**config.mk**
```make
export PLATFORM = sky130hd
export DESIGN_NAME = i2s_rx_deserializer_flat
export DESIGN_NICKNAME = d
export VERILOG_FILES = /design/src/rtl/i2s_rx_deserializer_pkg.sv /design/src/rtl/i2s_rx_deserializer_if.sv /design/src/rtl/i2s_rx_pin_sync.sv /design/src/rtl/i2s_rx_deserializer.sv /design/src/flat_wrapper.sv
export SDC_FILE = /design/constraint.sdc
export NUM_CORES = 1
export LEC_CHECK = 0
export BUFFER_PORTS_ARGS = -buffer_cell sky130_fd_sc_hd__buf_2
export CAP_MARGIN = 20
export CORE_MARGIN = 4
export CORE_UTILIZATION = 33
export DETAILED_ROUTE_END_ITERATION = 12
export PLACE_DENSITY = 0.61
export RECOVER_POWER = 25
export SKIP_CTS_REPAIR_TIMING = 1
export SYNTH_ARGS = -nofsm -noshare
export SYNTH_HDL_FRONTEND = slang
export SYNTH_HIERARCHICAL = 1
export SYNTH_SLANG_ARGS = --single-unit
```
**constraint.sdc**
```tcl
create_clock -name clk -period 1.7 [get_ports clk]
set_clock_uncertainty 0.15 [all_clocks]
set_input_delay 0.255 -clock clk [delete_from_list [all_inputs] [get_ports clk]]
set_output_delay 0.255 -clock clk [all_outputs]
set_load 0.02 [all_outputs]
```
**src/rtl/i2s_rx_deserializer_pkg.sv**
```systemverilog
// Shared definitions for the I2S receive deserializer.
// Holds the FSM state encoding and the bit counter width helper.
package i2s_rx_deserializer_pkg;

    typedef enum logic [1:0] {
        ST_IDLE  = 2'd0,
        ST_SEEK  = 2'd1,
        ST_LEFT  = 2'd2,
        ST_RIGHT = 2'd3
    } state_t;

    // The counter must be able to hold data_width itself, where it saturates.
    function automatic int cnt_width(input int data_width);
        return $clog2(data_width + 1);
    endfunction

endpackage

```
**src/rtl/i2s_rx_deserializer_if.sv**
```systemverilog
// Pin group and frame handshake of the I2S receive deserializer.
// audio_vd high means audio_data holds an unread frame; audio_re high while audio_vd is high pops it.
interface i2s_rx_deserializer_if #(
    parameter int data_width = 16
);
    logic                      bclk;
    logic                      lrclk;
    logic                      sdata;
    logic                      enable;
    logic [2*data_width-1:0]   audio_data;
    logic                      audio_vd;
    logic                      audio_re;
    logic                      overrun;
    logic                      overrun_clr;

    modport master (
        input  bclk, lrclk, sdata, enable, audio_re, overrun_clr,
        output audio_data, audio_vd, overrun
    );

    modport slave (
        output bclk, lrclk, sdata, enable, audio_re, overrun_clr,
        input  audio_data, audio_vd, overrun
    );
endinterface

```
**src/rtl/i2s_rx_pin_sync.sv**
```systemverilog
// Synchronizes the three I2S pins into the system clock domain and
// produces a registered single-cycle pulse on each BCLK rising edge.
module i2s_rx_pin_sync #(
    parameter int sync_stages = 2
) (
    input  logic clk,
    input  logic rst_n,
    input  logic bclk_pin,
    input  logic lrclk_pin,
    input  logic sdata_pin,
    output logic b_rise,
    output logic sd,
    output logic lr
);

    logic [sync_stages-1:0] bclk_s;
    logic [sync_stages-1:0] lr_s;
    logic [sync_stages-1:0] sd_s;
    logic                   bclk_d;

    // sd and lr are registered alongside b_rise so all three line up in time.
    always_ff @(posedge clk or negedge rst_n) begin
        if (!rst_n) begin
            bclk_s <= '0;
            lr_s   <= '1;
            sd_s   <= '0;
            bclk_d <= 1'b0;
            b_rise <= 1'b0;
            sd     <= 1'b0;
            lr     <= 1'b1;
        end else begin
            bclk_s <= {bclk_s[sync_stages-2:0], bclk_pin};
            lr_s   <= {lr_s[sync_stages-2:0], lrclk_pin};
            sd_s   <= {sd_s[sync_stages-2:0], sdata_pin};
            bclk_d <= bclk_s[sync_stages-1];
            b_rise <= bclk_s[sync_stages-1] & ~bclk_d;
            sd     <= sd_s[sync_stages-1];
            lr     <= lr_s[sync_stages-1];
        end
    end

endmodule

```
**src/rtl/i2s_rx_deserializer.sv**
```systemverilog
// I2S (Philips) slave receiver: aligns to the LR word clock, captures
// MSB-first left/right slots and presents them as one packed frame.
module i2s_rx_deserializer
    import i2s_rx_deserializer_pkg::*;
#(
    parameter int data_width  = 16,
    parameter int sync_stages = 2
) (
    input  logic                   clk,
    input  logic                   rst_n,
    i2s_rx_deserializer_if.master  bus,
    output state_t                 state
);

    localparam int                 cnt_w   = cnt_width(data_width);
    localparam logic [cnt_w-1:0]   cnt_max = cnt_w'(data_width);

    logic                     b_rise;
    logic                     sd;
    logic                     lr;
    logic                     lr_prev;
    logic [cnt_w-1:0]         bit_cnt;
    logic [data_width-1:0]    slot_reg;
    logic [data_width-1:0]    slot_next;
    logic [data_width-1:0]    left_reg;
    logic [2*data_width-1:0]  data_q;
    logic                     vd_q;
    logic                     overrun_q;
    logic                     lr_fall;
    logic                     lr_rise;
    logic                     emit;

    i2s_rx_pin_sync #(
        .sync_stages (sync_stages)
    ) u_pin_sync (
        .clk       (clk),
        .rst_n     (rst_n),
        .bclk_pin  (bus.bclk),
        .lrclk_pin (bus.lrclk),
        .sdata_pin (bus.sdata),
        .b_rise    (b_rise),
        .sd        (sd),
        .lr        (lr)
    );

    // Slot contents including the current bit; the boundary bit still belongs to the old slot.
    always_comb begin
        slot_next = slot_reg;
        for (int i = 0; i < data_width; i++) begin
            if (b_rise && (bit_cnt < cnt_max) && (int'(bit_cnt) == data_width - 1 - i)) begin
                slot_next[i] = sd;
            end
        end
    end

    assign lr_fall = b_rise && !lr && lr_prev;
    assign lr_rise = b_rise && lr && !lr_prev;
    assign emit    = bus.enable && (state == ST_RIGHT) && lr_fall;

    always_ff @(posedge clk or negedge rst_n) begin
        if (!rst_n) begin
            state     <= ST_IDLE;
            lr_prev   <= 1'b1;
            bit_cnt   <= '0;
            slot_reg  <= '0;
            left_reg  <= '0;
            data_q    <= '0;
            vd_q      <= 1'b0;
            overrun_q <= 1'b0;
        end else begin
            // lr_prev tracks the word clock even while idle so SEEK never sees a stale edge.
            if (b_rise) begin
                lr_prev <= lr;
                if (lr != lr_prev) begin
                    bit_cnt  <= '0;
                    slot_reg <= '0;
                end else begin
                    slot_reg <= slot_next;
                    if (bit_cnt < cnt_max) begin
                        bit_cnt <= bit_cnt + 1'b1;
                    end
                end
            end

            if (!bus.enable) begin
                state    <= ST_IDLE;
                vd_q     <= 1'b0;
                slot_reg <= '0;
            end else begin
                case (state)
                    ST_IDLE:  state <= ST_SEEK;
                    ST_SEEK:  if (lr_fall) state <= ST_LEFT;
                    ST_LEFT: begin
                        if (lr_rise) begin
                            left_reg <= slot_next;
                            state    <= ST_RIGHT;
                        end
                    end
                    ST_RIGHT: if (lr_fall) state <= ST_LEFT;
                    default:  state <= ST_IDLE;
                endcase

                if (emit) begin
                    data_q <= {left_reg, slot_next};
                    vd_q   <= 1'b1;
                end else if (bus.audio_re) begin
                    vd_q <= 1'b0;
                end
            end

            // A new overrun in the same cycle as a clear must stay visible.
            if (emit && vd_q && !bus.audio_re) begin
                overrun_q <= 1'b1;
            end else if (bus.overrun_clr) begin
                overrun_q <= 1'b0;
            end
        end
    end

    assign bus.audio_data = data_q;
    assign bus.audio_vd   = vd_q;
    assign bus.overrun    = overrun_q;

endmodule

```
**src/flat_wrapper.sv**
```systemverilog
// flat-port wrapper written by rule: the top's interface ports become plain ports
module i2s_rx_deserializer_flat import i2s_rx_deserializer_pkg::*;
#(
    parameter int data_width  = 16,
    parameter int sync_stages = 2
)
  (clk, rst_n, state, bus_bclk, bus_lrclk, bus_sdata, bus_enable, bus_audio_re, bus_overrun_clr, bus_audio_data, bus_audio_vd, bus_overrun);
  i2s_rx_deserializer_if #(.data_width(data_width)) bus_i ();
  input  logic clk;
  input  logic rst_n;
  output state_t state;
  input wire logic [$bits(bus_i.bclk)-1:0] bus_bclk;
  input wire logic [$bits(bus_i.lrclk)-1:0] bus_lrclk;
  input wire logic [$bits(bus_i.sdata)-1:0] bus_sdata;
  input wire logic [$bits(bus_i.enable)-1:0] bus_enable;
  input wire logic [$bits(bus_i.audio_re)-1:0] bus_audio_re;
  input wire logic [$bits(bus_i.overrun_clr)-1:0] bus_overrun_clr;
  output wire logic [$bits(bus_i.audio_data)-1:0] bus_audio_data;
  output wire logic [$bits(bus_i.audio_vd)-1:0] bus_audio_vd;
  output wire logic [$bits(bus_i.overrun)-1:0] bus_overrun;
  assign bus_i.bclk = bus_bclk;
  assign bus_i.lrclk = bus_lrclk;
  assign bus_i.sdata = bus_sdata;
  assign bus_i.enable = bus_enable;
  assign bus_i.audio_re = bus_audio_re;
  assign bus_i.overrun_clr = bus_overrun_clr;
  assign bus_audio_data = bus_i.audio_data;
  assign bus_audio_vd = bus_i.audio_vd;
  assign bus_overrun = bus_i.overrun;
  i2s_rx_deserializer #(.data_width(data_width), .sync_stages(sync_stages)) u_core (.clk(clk), .rst_n(rst_n), .bus(bus_i), .state(state));
endmodule
```
# == After elaboration in Yosys (flattened, before gate mapping) ==
# Index checks and enable logic that the tools add are counted.
# word_totals
reg_bits,84
out_inout_bits,36
# classes
n_bitwise,2
reduce_logical,37
order_cmp,1
n_mux,30
n_eq_ne,23
add_sub_neg,1
# ops
cell,count
two-way mux 16 bit,3
== test 5 bit (second input constant),8
logical AND 1 bit,25
two-way mux 1 bit,21
== test 5 x 4 -> 1 bit (second input constant),4
== test 5 x 3 -> 1 bit (second input constant),2
two-way mux 5 bit,2
two-way mux 2 bit,3
!= test 3 x 2 -> 1 bit (second input constant),2
one-hot mux 2 bit (3 select lines),1
AND reduction 2 bit,3
adder 5 x 1 -> 5 bit (second input constant),1
== test 5 x 2 -> 1 bit (second input constant),1
logical NOT 5 bit,1
less-than comparator 5 bit (second input constant),1
== test 2 bit (second input constant),2
nonzero test 2 bit,2
logical NOT 1 bit,3
!= test 3 x 1 -> 1 bit (second input constant),1
AND reduction 3 bit,1
== test 2 x 1 -> 1 bit (second input constant),1
logical NOT 2 bit,1
!= test 2 x 1 -> 1 bit (second input constant),1
OR reduction 2 bit,1
other kinds (3),3

# == Logic depth before layout (Yosys ltp) ==
# Gate-level depths: netlist of run 1.
# depth
ltp_word,7
ltp_mapped,7
ltp_nobuf,6

# == Hierarchy ==
# Netlist of run 1, hierarchy kept.
# modules_own_cells
module,instances,area_per_inst_um2,seq_area_each_um2,cells_per_inst
i2s_rx_deserializer,1,3606.0,1853.0,351
i2s_rx_pin_sync,1,267.8,254.0,11

# == Worst setup path after synthesis of run 1 ==
# Ideal clock, no wire load.
# synth_path
path_kind,register to register
startpoint,register u_core.lr_prev
endpoint,register u_core.data_q[20] (netlist: u_core/bus.audio_data[20])
required_ns,1.425
path_stages_with_launch,7
period_less_slack_ns,1.840
slack_ns,-0.140
t_arrival_ns,1.565
cell_sequence,dfstp_2 -> and4b_1 -> buf_6 -> and2_4 -> buf_6 -> buf_8 -> mux2_4
# synth_between
elab_chain_len,3
# synth_rtl
element,line,text
from (decl),i2s_rx_deserializer.sv:21,logic lr_prev;
from (signal assigned),i2s_rx_deserializer.sv:73,lr_prev <= lr;
logical AND 1 bit,i2s_rx_deserializer.sv:56,assign lr_fall = b_rise && !lr && lr_prev;
logical AND 1 bit,i2s_rx_deserializer.sv:58,assign emit = bus.enable && (state == ST_RIGHT) && lr_fall;
AND reduction 2 bit (no line),--,
to (signal assigned),i2s_rx_deserializer.sv:104,"data_q <= {left_reg, slot_next};"
to (decl),i2s_rx_deserializer.sv:26,logic [2*data_width-1:0] data_q;
# No other way between the ends.
# A chain may end at the register's enable or synchronous reset.

# == Final worst setup path of run 1 ==
# layout_path
startpoint,register u_core.u_pin_sync.lr
endpoint,register u_core.left_reg[8]
# layout_between
elab_chain_len,3
# layout_rtl
element,line,text
from (decl),i2s_rx_pin_sync.sv:13,output logic lr
from (signal assigned),i2s_rx_pin_sync.sv:38,lr <= lr_s[sync_stages-1];
logical AND 1 bit (2 in a row),i2s_rx_deserializer.sv:57,assign lr_rise = b_rise && lr && !lr_prev;
AND reduction 3 bit (no line),--,
to (signal assigned),i2s_rx_deserializer.sv:95,left_reg <= slot_next;
to (decl),i2s_rx_deserializer.sv:25,logic [data_width-1:0] left_reg;
# No other way between the ends.

==> results of run 1 <==
==> critical path: stages (launching register included) <==
cell,delay [ns]
dfstp_2,0.61
buf_6,0.12
and4b_2,0.28
and2_4,0.21
buf_12,0.17
a31oi_2,0.11
==> metal layers <==
| metal | global-route usage (%) | up-vias | part of all wire (%) |
|---|---|---|---|
| met4 | 6.03 | 0 | 1.4 |
| met3 | 3.16 | 12 | 5.5 |
| li1 | - | 1494 | - |
| met2 | 25.4 | 113 | 49 |
| met1 | 19.6 | 1627 | 44 |
| met5 | 0 | - | 0 |
==> cells in the final DEF (no fill, tap or decap), drive strengths merged, types with 4 or more instances in the layout <==
cell type / netlist / routed
a21oi: 36 / 36
a31oi: 30 / 30
and2: 5 / 5
and3: 4 / 4
and3b: 7 / 7
buf: 13 / 89
clkbuf: 20 / 15
dfrtp: 80 / 80
dfstp: 4 / 4
dlygate4sd3: 0 / 4
ha: 5 / 5
inv: 7 / 8
mux2: 16 / 16
nand2: 36 / 36
nand2b: 4 / 4
nand3: 15 / 15
nand3b: 5 / 5
nand4: 16 / 16
nor2b: 6 / 6
o2111ai: 15 / 15
o21ai: 21 / 21
==> power groups by stage <==
stage | clock network [mW] | registers (mW) | logic, mW
global route | 2.16 | 2.11 | 0.616
finish | 2.02 | 2.11 | 0.568
CTS | 2.06 | 2.10 | 0.511
detailed placement | 0 | 2.14 | 0.506
floorplan | 0 | 2.14 | 0.226
global placement | 0 | 2.14 | 0.490
==> kinds of logic (layout without fill, tap and decap cells) <==
kind of cell,Yosys count,count (layout),share of synthesized area (%)
muxes,17,17,5.98
adders and majority gates,5,5,1.61
xor gates and xnor gates,2,2,0.452
buffers and inverters,40,121,5.10
AOI/OAI and AO/OA,109,109,17.2
and+or+nand+nor,105,105,15.2
DFF,84,84,54.4
==> area by class of cell <==
| cell class | count | share of cell area (%) |
|---|---|---|
| clock inverters | 6 | 1.35 |
| repair buffers | 98 | 15.3 |
| clock buffers | 10 | 4.51 |
| well taps | 143 | 3.38 |
| multi-input cells | 238 | 35.1 |
| flip-flops and latches | 84 | 39.8 |
| inverters | 7 | 0.496 |
==> path summary, 6_finish.rpt <==
| path | start | to | slack [ns] | cells after the start |
|---|---|---|---|---|
| max in group asynchronous | rst_n | u_core/lr_prev$_DFFE_PN1P_ | 0.29 | 3 |
| setup / recovery | u_core/u_pin_sync/lr$_DFF_PN1_ | u_core/left_reg[8]$_DFFE_PN0P_ | -0.09 | 5 |
| hold reg to reg | u_core/u_pin_sync/sd_s[0]$_DFF_PN0_ | u_core/u_pin_sync/sd_s[1]$_DFF_PN0_ | 0.20 | 0 |
| min in group asynchronous | rst_n | u_core/left_reg[12]$_DFFE_PN0P_ | 0.28 | 2 |
| hold / removal | bus_enable | u_core/state[1]$_DFFE_PN0P_ | 0.03 | 2 |
| setup reg to reg | u_core/u_pin_sync/lr$_DFF_PN1_ | u_core/left_reg[8]$_DFFE_PN0P_ | -0.09 | 5 |
==> metrics by stage <==
| step | power, mW | utilization (%) | hold WS, ns |
|---|---|---|---|
| after floorplan | 2.37 | - | -0.191 |
| after global placement | 2.63 | 39.5 | 0.0244 |
| after detailed placement | 2.65 | 39.6 | 0.0253 |
| after CTS | 4.67 | 42.3 | -0.345 |
| after global routing | 4.89 | 46.2 | 0.0502 |
| final | 4.70 | 46.2 | 0.0325 |
==> qor.yml, run 1 <==
insertion_delay_ns: 0.34
dpl_cell_area_um2: 4540
postSynth.asyncResetShare_pct: 100
ys_seq_area_share_pct: 54.4
drtAntennaViolNets: 0
slew_headroom_pct: 62.7
nets: 451
grt_pass1_vias: 3153
fp.dieW_um: 116
drcViolationCount: 0
fmax_mhz: 560
register_area_um2: 2110
root_buffer: "clkbuf_16"
finalSetupTns_ns: -1.68
drt_first_pass_iters: 4
peakVddDrop_v: 0.000500
p_sw_share_pct: 25.8
max_slew.worst_pin.slew_ns: 0.559
diodes: 0
power.internal_mw: 3.49
cp.arrival_ns: 1.84
ys.warnings.count: 6
hold_path_class: "input port to flip-flop"
syn_inst: 362
cts_buffers: 9
synth_ff_type: "dfrtp_1"
clkTransAtPathRegs_ns: 0.07
initial_core_util_pct: 33.8
multi_input_area_um2: 1860
syn_area_um2: 3870
area_growth_pct: 36.8
synth_cell_types: 40
clock_sinks: 84
grt_pass1_wl_um: 16000
finalSetupViolCount: 41
antenna_found_initial: 0
core_area_um2: 11500
layout-drive-gt1-share_pct: 37.9
fin_area_um2: 5300
synth_top_area_share_pct: 51.7
die-area_um2: 13500
timing.final.ws_setup_ns: -0.0857
routed_wl_um: 10700
rsz0062_at_grt: "yes"
slew_viol_final: 0
synth_area_leaders: "dfrtp_1, a31oi_1, a21oi_1"
gr-usage-all-layers_pct: 15.3
crit_type: "flip-flop to flip-flop"
pwr-share-clk_pct: 43.0
place_inst: 557
cts_buffer_depth: 2
fin_crit_sh_pct: 105
place.gp.congestion: 0.859
combPwrFrac_pct: 12.1
largest_reg_flops: 32
synth_edf_count: 0
cp_data_required_time_ns: 1.76
fp-row-count: 39
viasPerCell: 5.54
finalHoldViolCount: 0
fillers: 1019
layout_min_cycle_time_ns: 1.79
yosysMostFrequentCell: "dfrtp_1"
final_cells: 586
syn_area_per_cell_um2: 10.7
synth_seq_cells: 84
seqPwrFrac_pct: 44.9
p_per_area_nw_per_um2: 886
vias: 3246
dpl.hpwl_um: 6750
place_ws_ns: -0.112
synth_top_cell_by_area: "dfrtp_1"
h-tree-depth: 3
synth_commonest_cells: "dfrtp_1, a21oi_1, nand2_1, a31oi_1, o21ai_0"
grt_max_degree: 43
p_leak_nw: 2.41
placement.io_buffers: 43
end_kind: "flip-flop"
io_pins: 44
p_switching_mw: 1.21
grt_overflow: 0
die_h_um: 116
worstPathMaxFanout: 8
violations: "setup timing"
cap_violations: 0
critPathLaunchType: "flip-flop"
first_iter_violations: 212
routedWlPerCell_um: 18.3
outcome: "complete, but fails checks"
tritoncts: "built"
synth_nets: 375
Power figures use the tool's default switching activity.
==> inputs of run 2 (changes only) <==
--- a/config.mk
+++ b/config.mk
@@ -7,13 +7,17 @@
 export LEC_CHECK = 0
 export BUFFER_PORTS_ARGS = -buffer_cell sky130_fd_sc_hd__buf_2
 export CAP_MARGIN = 20
+export CELL_PAD_IN_SITES_DETAIL_PLACEMENT = 2
+export CELL_PAD_IN_SITES_GLOBAL_PLACEMENT = 2
 export CORE_MARGIN = 4
 export CORE_UTILIZATION = 33
 export DETAILED_ROUTE_END_ITERATION = 12
-export PLACE_DENSITY = 0.61
+export PLACE_DENSITY = 0.82
 export RECOVER_POWER = 25
 export SKIP_CTS_REPAIR_TIMING = 1
+export SLEW_MARGIN = 40
 export SYNTH_ARGS = -nofsm -noshare
 export SYNTH_HDL_FRONTEND = slang
 export SYNTH_HIERARCHICAL = 1
 export SYNTH_SLANG_ARGS = --single-unit
+export TNS_END_PERCENT = 10
==> run 2 against run 1 <==
Effect of this change: largest power group unchanged; critical endpoint is now u_core/slot_reg[0]$_DFFE_PN0P_; largest cell class unchanged; via count rose by 3.7%; count of clock-buffer cells in the layout fell by 1; worst hold slack got worse by 0.0029 ns; clock power barely moved; the run still ends with setup timing left.
==> qor.yml, run 2 (synthesis gave the netlist of run 1 again) <==
outcome: "complete, but fails checks"
violations: "setup timing"
finalHoldViolCount: 0  # unchanged
largest_reg_flops: 32  # unchanged
reg2reg_depth: 6  # +1
h-tree-depth: 3  # unchanged
drtAntennaViolNets: 0  # unchanged
hold_start: "bus_overrun_clr"
crit_type: "flip-flop to flip-flop"
final_common_cell: "dfrtp_1"
dpl.hpwl_um: 9230  # +37%
vias: 3367  # +3.7%
rsz0062_at_grt: "yes"
grt_pass1_vias: 3708  # +18%
peakVddDrop_v: 0.000694  # +39%
grt_pass1_wl_um: 20500  # +28%
nets: 451  # unchanged
p_per_area_nw_per_um2: 939  # +6.0%
p_leak_nw: 2.35  # -2.8%
tritoncts: "built"
die_h_um: 116  # unchanged
finalSetupTns_ns: -0.549  # +1.13 ns
cts_buffer_depth: 2  # unchanged
drcViolationCount: 0  # unchanged
timing.final.ws_setup_ns: -0.135  # -0.0489 ns
initial_core_util_pct: 33.8  # unchanged
grt.met3_usage_pct: 4.35  # +1.2 points
fillers: 1158  # +14%
whs_path_depth: 3  # +1
die-area_um2: 13500  # unchanged
placement.io_buffers: 43  # unchanged
drt_first_pass_iters: 4  # unchanged
grt_overflow: 0  # unchanged
clock_sinks: 84  # unchanged
area_growth_pct: 29.9
final_cells: 586  # unchanged
hold_path_class: "input port to flip-flop"
cp_data_required_time_ns: 1.76  # about the same
multi_input_area_um2: 1700  # -8.5%
place_inst: 564  # +1.3%
slew_viol_final: 0  # unchanged
core_area_um2: 11500  # unchanged
gr-usage-all-layers_pct: 20.1  # +4.8 points
cap_violations: 0  # unchanged
layout-drive-gt1-share_pct: 35.7  # -2.3 points
r2r-start: "u_core/bit_cnt[0]$_DFFE_PN0P_"
slew_headroom_pct: 47.1  # -16 points
fp-row-count: 39  # unchanged
routed_wl_um: 13600  # +27%
root_buffer: "clkbuf_16"
fin_crit_sh_pct: 108  # +2.9 points
top_usage_layer: "met2"
cts_buffers: 9  # unchanged
clkTransAtPathRegs_ns: 0.07  # about the same
register_area_um2: 2110  # +0.18%
layout_min_cycle_time_ns: 1.83  # +0.0489 ns
fmax_mhz: 545  # -2.7%
fp.dieW_um: 116  # unchanged
cp.arrival_ns: 1.90  # +0.06 ns
antenna_found_initial: 0  # unchanged
io_pins: 44  # unchanged
grt_util_met2_pct: 35.5  # +10 points
place.gp.congestion: 0.785  # -8.6%
max_slew.worst_pin.slew_ns: 0.793  # +0.234 ns
finalSetupViolCount: 21  # -49%
end_kind: "flip-flop"
routedWlPerCell_um: 23.2  # +27%
first_iter_violations: 258  # +22%
met1_usage_pct: 23.7  # +4.1 points
r2r_slack_ns: -0.13  # -0.05 ns
insertion_delay_ns: 0.35  # about the same
min_to: "u_core/bus.overrun$_DFFE_PN0P_"
timing.rr.end: "u_core/slot_reg[0]$_DFFE_PN0P_"
critPathLaunchType: "flip-flop"
grt_max_degree: 32  # -26%
diodes: 0  # unchanged
worstPathMaxFanout: 4  # -4
final_cell_mix: "dfrtp_1, buf_2, buf_4"
viasPerCell: 5.75  # +3.7%
run 2: worst max path at each step:
| stage | start | endpoint | depth (start not counted) |
|---|---|---|---|
| 3_5_place_dp | u_core/bit_cnt[0]$_DFFE_PN0P_ | u_core/left_reg[0]$_DFFE_PN0P_ | 6 |
| 4_1_cts | u_core/bit_cnt[0]$_DFFE_PN0P_ | u_core/left_reg[0]$_DFFE_PN0P_ | 6 |
| 3_3_place_gp | u_core/bit_cnt[0]$_DFFE_PN0P_ | u_core/slot_reg[0]$_DFFE_PN0P_ | 6 |
| 2_1_floorplan | u_core/lr_prev$_DFFE_PN1P_ | u_core/bus.audio_data[20]$_DFFE_PN0P_ | 6 |
| 6_report | u_core/bit_cnt[0]$_DFFE_PN0P_ | u_core/slot_reg[0]$_DFFE_PN0P_ | 6 |
| 5_1_grt | u_core/bit_cnt[0]$_DFFE_PN0P_ | u_core/slot_reg[0]$_DFFE_PN0P_ | 6 |
run 2: critical path, stage by stage (launching register included):
cell	delay, ns
dfrtp_2	0.45
ha_4	0.17
and3_4	0.18
ha_4	0.14
nand3b_1	0.12
mux2i_2	0.32
o21ai_0	0.16
run 2: layer usage:
layer	vias up	routed length (um)	share of wire [%]
li1	1491	-	-
met3	17	550	4.0
met2	81	7330	54
met4	0	236	1.7
met1	1778	5510	40
met5	-	0	0
run 2: final cells by class:
cell class                      instances  area share (%)
Inverter                                7           0.522
Timing Repair Buffer                   98            14.0
Tap cell                              143            3.55
Multi-Input combinational cell        238            33.8
Sequential cell                        84            42.0
Clock inverter                          7            1.62
Clock buffer                            9            4.47
run 2: power breakdown:
| group | switching [mW] | internal [mW] | total, mW |
|---|---|---|---|
| registers | 0.0584 | 2.06 | 2.12 |
| logic | 0.356 | 0.214 | 0.569 |
| clock network | 0.884 | 1.16 | 2.04 |
run 2: per-stage QoR:
stage	utilization [%]	hold slack [ns]	setup slack, ns	power, mW	area [um2]
final	43.9	0.0296	-0.135	4.73	5030
after global routing	43.9	0.0379	-0.174	4.94	5030
after CTS	42.2	-0.318	-0.209	4.73	4840
after detailed placement	39.6	0.0619	-0.161	2.66	4540
after global placement	39.6	0.0541	-0.00795	2.62	4540
after floorplan	-	-0.191	-0.133	2.37	3870
==> inputs of run 3 (changes only) <==
--- a/config.mk
+++ b/config.mk
@@ -5,14 +5,15 @@
 export SDC_FILE = /design/constraint.sdc
 export NUM_CORES = 1
 export LEC_CHECK = 0
+export ABC_AREA = 1
 export BUFFER_PORTS_ARGS = -buffer_cell sky130_fd_sc_hd__buf_2
 export CAP_MARGIN = 20
 export CELL_PAD_IN_SITES_DETAIL_PLACEMENT = 2
 export CELL_PAD_IN_SITES_GLOBAL_PLACEMENT = 2
 export CORE_MARGIN = 4
-export CORE_UTILIZATION = 33
+export CORE_UTILIZATION = 32
 export DETAILED_ROUTE_END_ITERATION = 12
-export PLACE_DENSITY = 0.82
+export PLACE_DENSITY = 0.84
 export RECOVER_POWER = 25
 export SKIP_CTS_REPAIR_TIMING = 1
 export SLEW_MARGIN = 40
==> run 3 against run 2 <==
Effect of this change: largest cell class unchanged; flip-flop and latch count did not move; worst setup slack improved by 0.12 ns; final cell count increased by 6.7%; count of clock-buffer cells in the layout increased by 2; wire length fell by 13%; the flow still finishes with violations (setup timing).
==> qor.yml, run 3 <==
outcome: "complete, but fails checks"
violations: "setup timing"
grt_pass1_wl_um: 18000  # -12%
viasPerCell: 5.04  # -12%
grt_max_degree: 39  # +22%
gr-usage-all-layers_pct: 17.6  # -2.4 points
worstPathMaxFanout: 4  # unchanged
place.gp.congestion: 0.791  # +0.76%
drtAntennaViolNets: 0  # unchanged
syn_area_per_cell_um2: 8.82  # -18%
syn_area_um2: 3630  # -6.2%
hold_path_class: "input port to flip-flop"
synth_nets: 425  # +13%
io_pins: 44  # unchanged
grt_pass1_vias: 3473  # -6.3%
die-area_um2: 13100  # -3.0%
dr_wl_met2_um: 6160  # -16%
fin_crit_sh_pct: 101  # -7.0 points
first_iter_violations: 190  # -26%
slew_viol_final: 0  # unchanged
initial_core_util_pct: 33.1  # -0.69 points
cpPeakStageDelay_ns: 0.38  # -0.07 ns
largest_reg_flops: 32  # unchanged
crit_end: "u_core/left_reg[6]$_DFFE_PN0P_"
synth_commonest_cells: "nand2_1, dfrtp_1, nand3_1, nor2_1"
synth_area_leaders: "dfrtp_1, nand2_1, nand3_1"
synth_top_cell_by_area: "dfrtp_1"
end_kind: "flip-flop"
crit_cells: 8  # +2
diodes: 0  # unchanged
nets: 493  # +9.3%
syn_inst: 412  # +14%
critPathMostFrequentCell: "nand2_1"
synth_cell_types: 22  # -45%
layout_min_cycle_time_ns: 1.71  # -0.120 ns
crit_chain: "inv_1, ha_1, nand3_1, buf_4, nor2_1, nand2_1, nand3_2, nand2_1"
final_common_cell: "nand2_1"
yosysMostFrequentCell: "nand2_1"
power_mw: 4.67  # -1.2%
drcViolationCount: 0  # unchanged
h-tree-depth: 3  # unchanged
fmax_mhz: 583  # +7.0%
routedWlPerCell_um: 19.1  # -18%
drt_first_pass_iters: 4  # unchanged
cap_violations: 0  # unchanged
synth_ff_type: "dfrtp_1"
cts_buffer_depth: 2  # unchanged
finalHoldViolCount: 0  # unchanged
synth_edf_count: 0  # unchanged
dpl.hpwl_um: 7690  # -17%
timing.final.ws_setup_ns: -0.0149  # +0.120 ns
root_buffer: "clkbuf_16"
cp-startpoint: "u_core/bit_cnt[1]$_DFFE_PN0P_"
routed_wl_um: 11900  # -13%
fp.dieW_um: 115  # -1.5%
synth_top_area_share_pct: 55.1  # +3.4 points
antenna_found_initial: 0  # unchanged
cts_buffers: 9  # unchanged
top_layer: "met4"
crit_family: "simple AND/OR/NAND/NOR gates"
ys.warnings.count: 6  # unchanged
area_growth_pct: 27.5
core_area_um2: 11000  # -4.2%
hold_start: "bus_enable"
peakVddDrop_v: 0.000487  # -30%
cp.arrival_ns: 1.79  # -0.11 ns
rsz0062_at_grt: "yes"
postSynth.asyncResetShare_pct: 100  # unchanged
wl_met3_um: 382  # -31%
layout-drive-gt1-share_pct: 24.5  # -11 points
fp-row-count: 38  # -2.6%
final_cell_mix: "nand2_1, dfrtp_1, nand3_1"
fillers: 1207  # +4.2%
r2r_slack_ns: -0.01  # +0.12 ns
placement.io_buffers: 43  # unchanged
grt_overflow: 0  # unchanged
p_per_area_nw_per_um2: 1010  # +7.3%
crit_type: "flip-flop to flip-flop"
insertion_delay_ns: 0.34  # about the same
max_slew.worst_pin.slew_ns: 0.835  # +0.0419 ns
reg2reg_depth: 8  # +2
clock_sinks: 84  # unchanged
final_cells: 625  # +6.7%
place_inst: 600  # +6.4%
slew_headroom_pct: 44.3  # -2.8 points
cp_data_required_time_ns: 1.78  # +0.02 ns
finalSetupViolCount: 2  # -90%
timing.rr.end: "u_core/left_reg[6]$_DFFE_PN0P_"
ys_seq_area_share_pct: 58.0  # +3.6 points
wl_met1_um: 5230  # -5.1%
die_h_um: 115  # -1.5%
p_leak_nw: 2.50  # +6.4%
crit_buf_inv: 2  # +2
synth_seq_cells: 84  # unchanged
vias: 3149  # -6.5%
slowest_stage: "dfrtp_1"
clkTransAtPathRegs_ns: 0.06  # about the same
r2r-start: "u_core/bit_cnt[1]$_DFFE_PN0P_"
critPathLaunchType: "flip-flop"
tritoncts: "built"
[run 3: area by class of cell]
| type | instances | area, um2 | share of cell area [%] |
|---|---|---|---|
| clock buffer | 11 | 233 | 5.02 |
| clock inverter | 5 | 100 | 2.16 |
| inverter | 19 | 81.3 | 1.76 |
| multi-input combinational | 297 | 1460 | 31.6 |
| sequential | 84 | 2110 | 45.5 |
| tap | 140 | 175 | 3.78 |
| timing repair buffer | 69 | 472 | 10.2 |
[run 3: routing by layer]
metal  vias to the layer above  global-route usage, %
met5                         -                      0
li1                       1446                      -
met1                      1633                   22.4
met2                        59                   30.4
met3                        11                   2.96
met4                         0                   5.94
[run 3: power by group]
part	switching, mW	internal [mW]
clock	0.805	1.43
combinational	0.251	0.104
sequential	0.0382	2.04
[run 3: cells by family (layout without fill, tap and decap cells)]
logic type / after synthesis / in the layout / share of synthesized area [%]
compound gates: 23 / 23 / 4.30
fa+ha+maj: 5 / 5 / 1.72
buf+inv: 31 / 104 / 4.92
flops: 84 / 84 / 58.0
simple gates: 269 / 269 / 31.1
[run 3: tightest hold or removal path: stages]
cell and delay [ns]:
buf_2 0.13, nand3_1 0.08, nand2_1 0.05
[run 3: how the worst min path moves through the flow]
stage / endpoint / slack [ns] / cells after the start
2_1_floorplan: u_core/bit_cnt[0]$_DFFE_PN0P_ / -0.19 / 0
3_3_place_gp: u_core/u_pin_sync/bclk_s[0]$_DFF_PN0_ / 0.06 / 1
3_5_place_dp: u_core/u_pin_sync/bclk_s[0]$_DFF_PN0_ / 0.08 / 1
4_1_cts: u_core/u_pin_sync/sd_s[0]$_DFF_PN0_ / -0.29 / 1
5_1_grt: u_core/bus.audio_vd$_DFFE_PN0P_ / 0.07 / 3
6_report: u_core/bus.audio_vd$_DFFE_PN0P_ / 0.06 / 3
[run 3: through the flow]
step / cell area [um2] / setup slack, ns / hold slack (ns) / utilization [%] / TNS [ns]
detailed placement: 4080 / -0.193 / 0.0785 / 37.1 / -2.80
finish: 4630 / -0.0149 / 0.0634 / 42.2 / -0.0172
global route: 4630 / -0.0731 / 0.0662 / 42.2 / -1.08
CTS: 4410 / -0.203 / -0.291 / 40.1 / -4.71
global placement: 4080 / -0.0117 / 0.0608 / 37.1 / -0.0244
floorplan: 3630 / 0.243 / -0.191 / - / 0
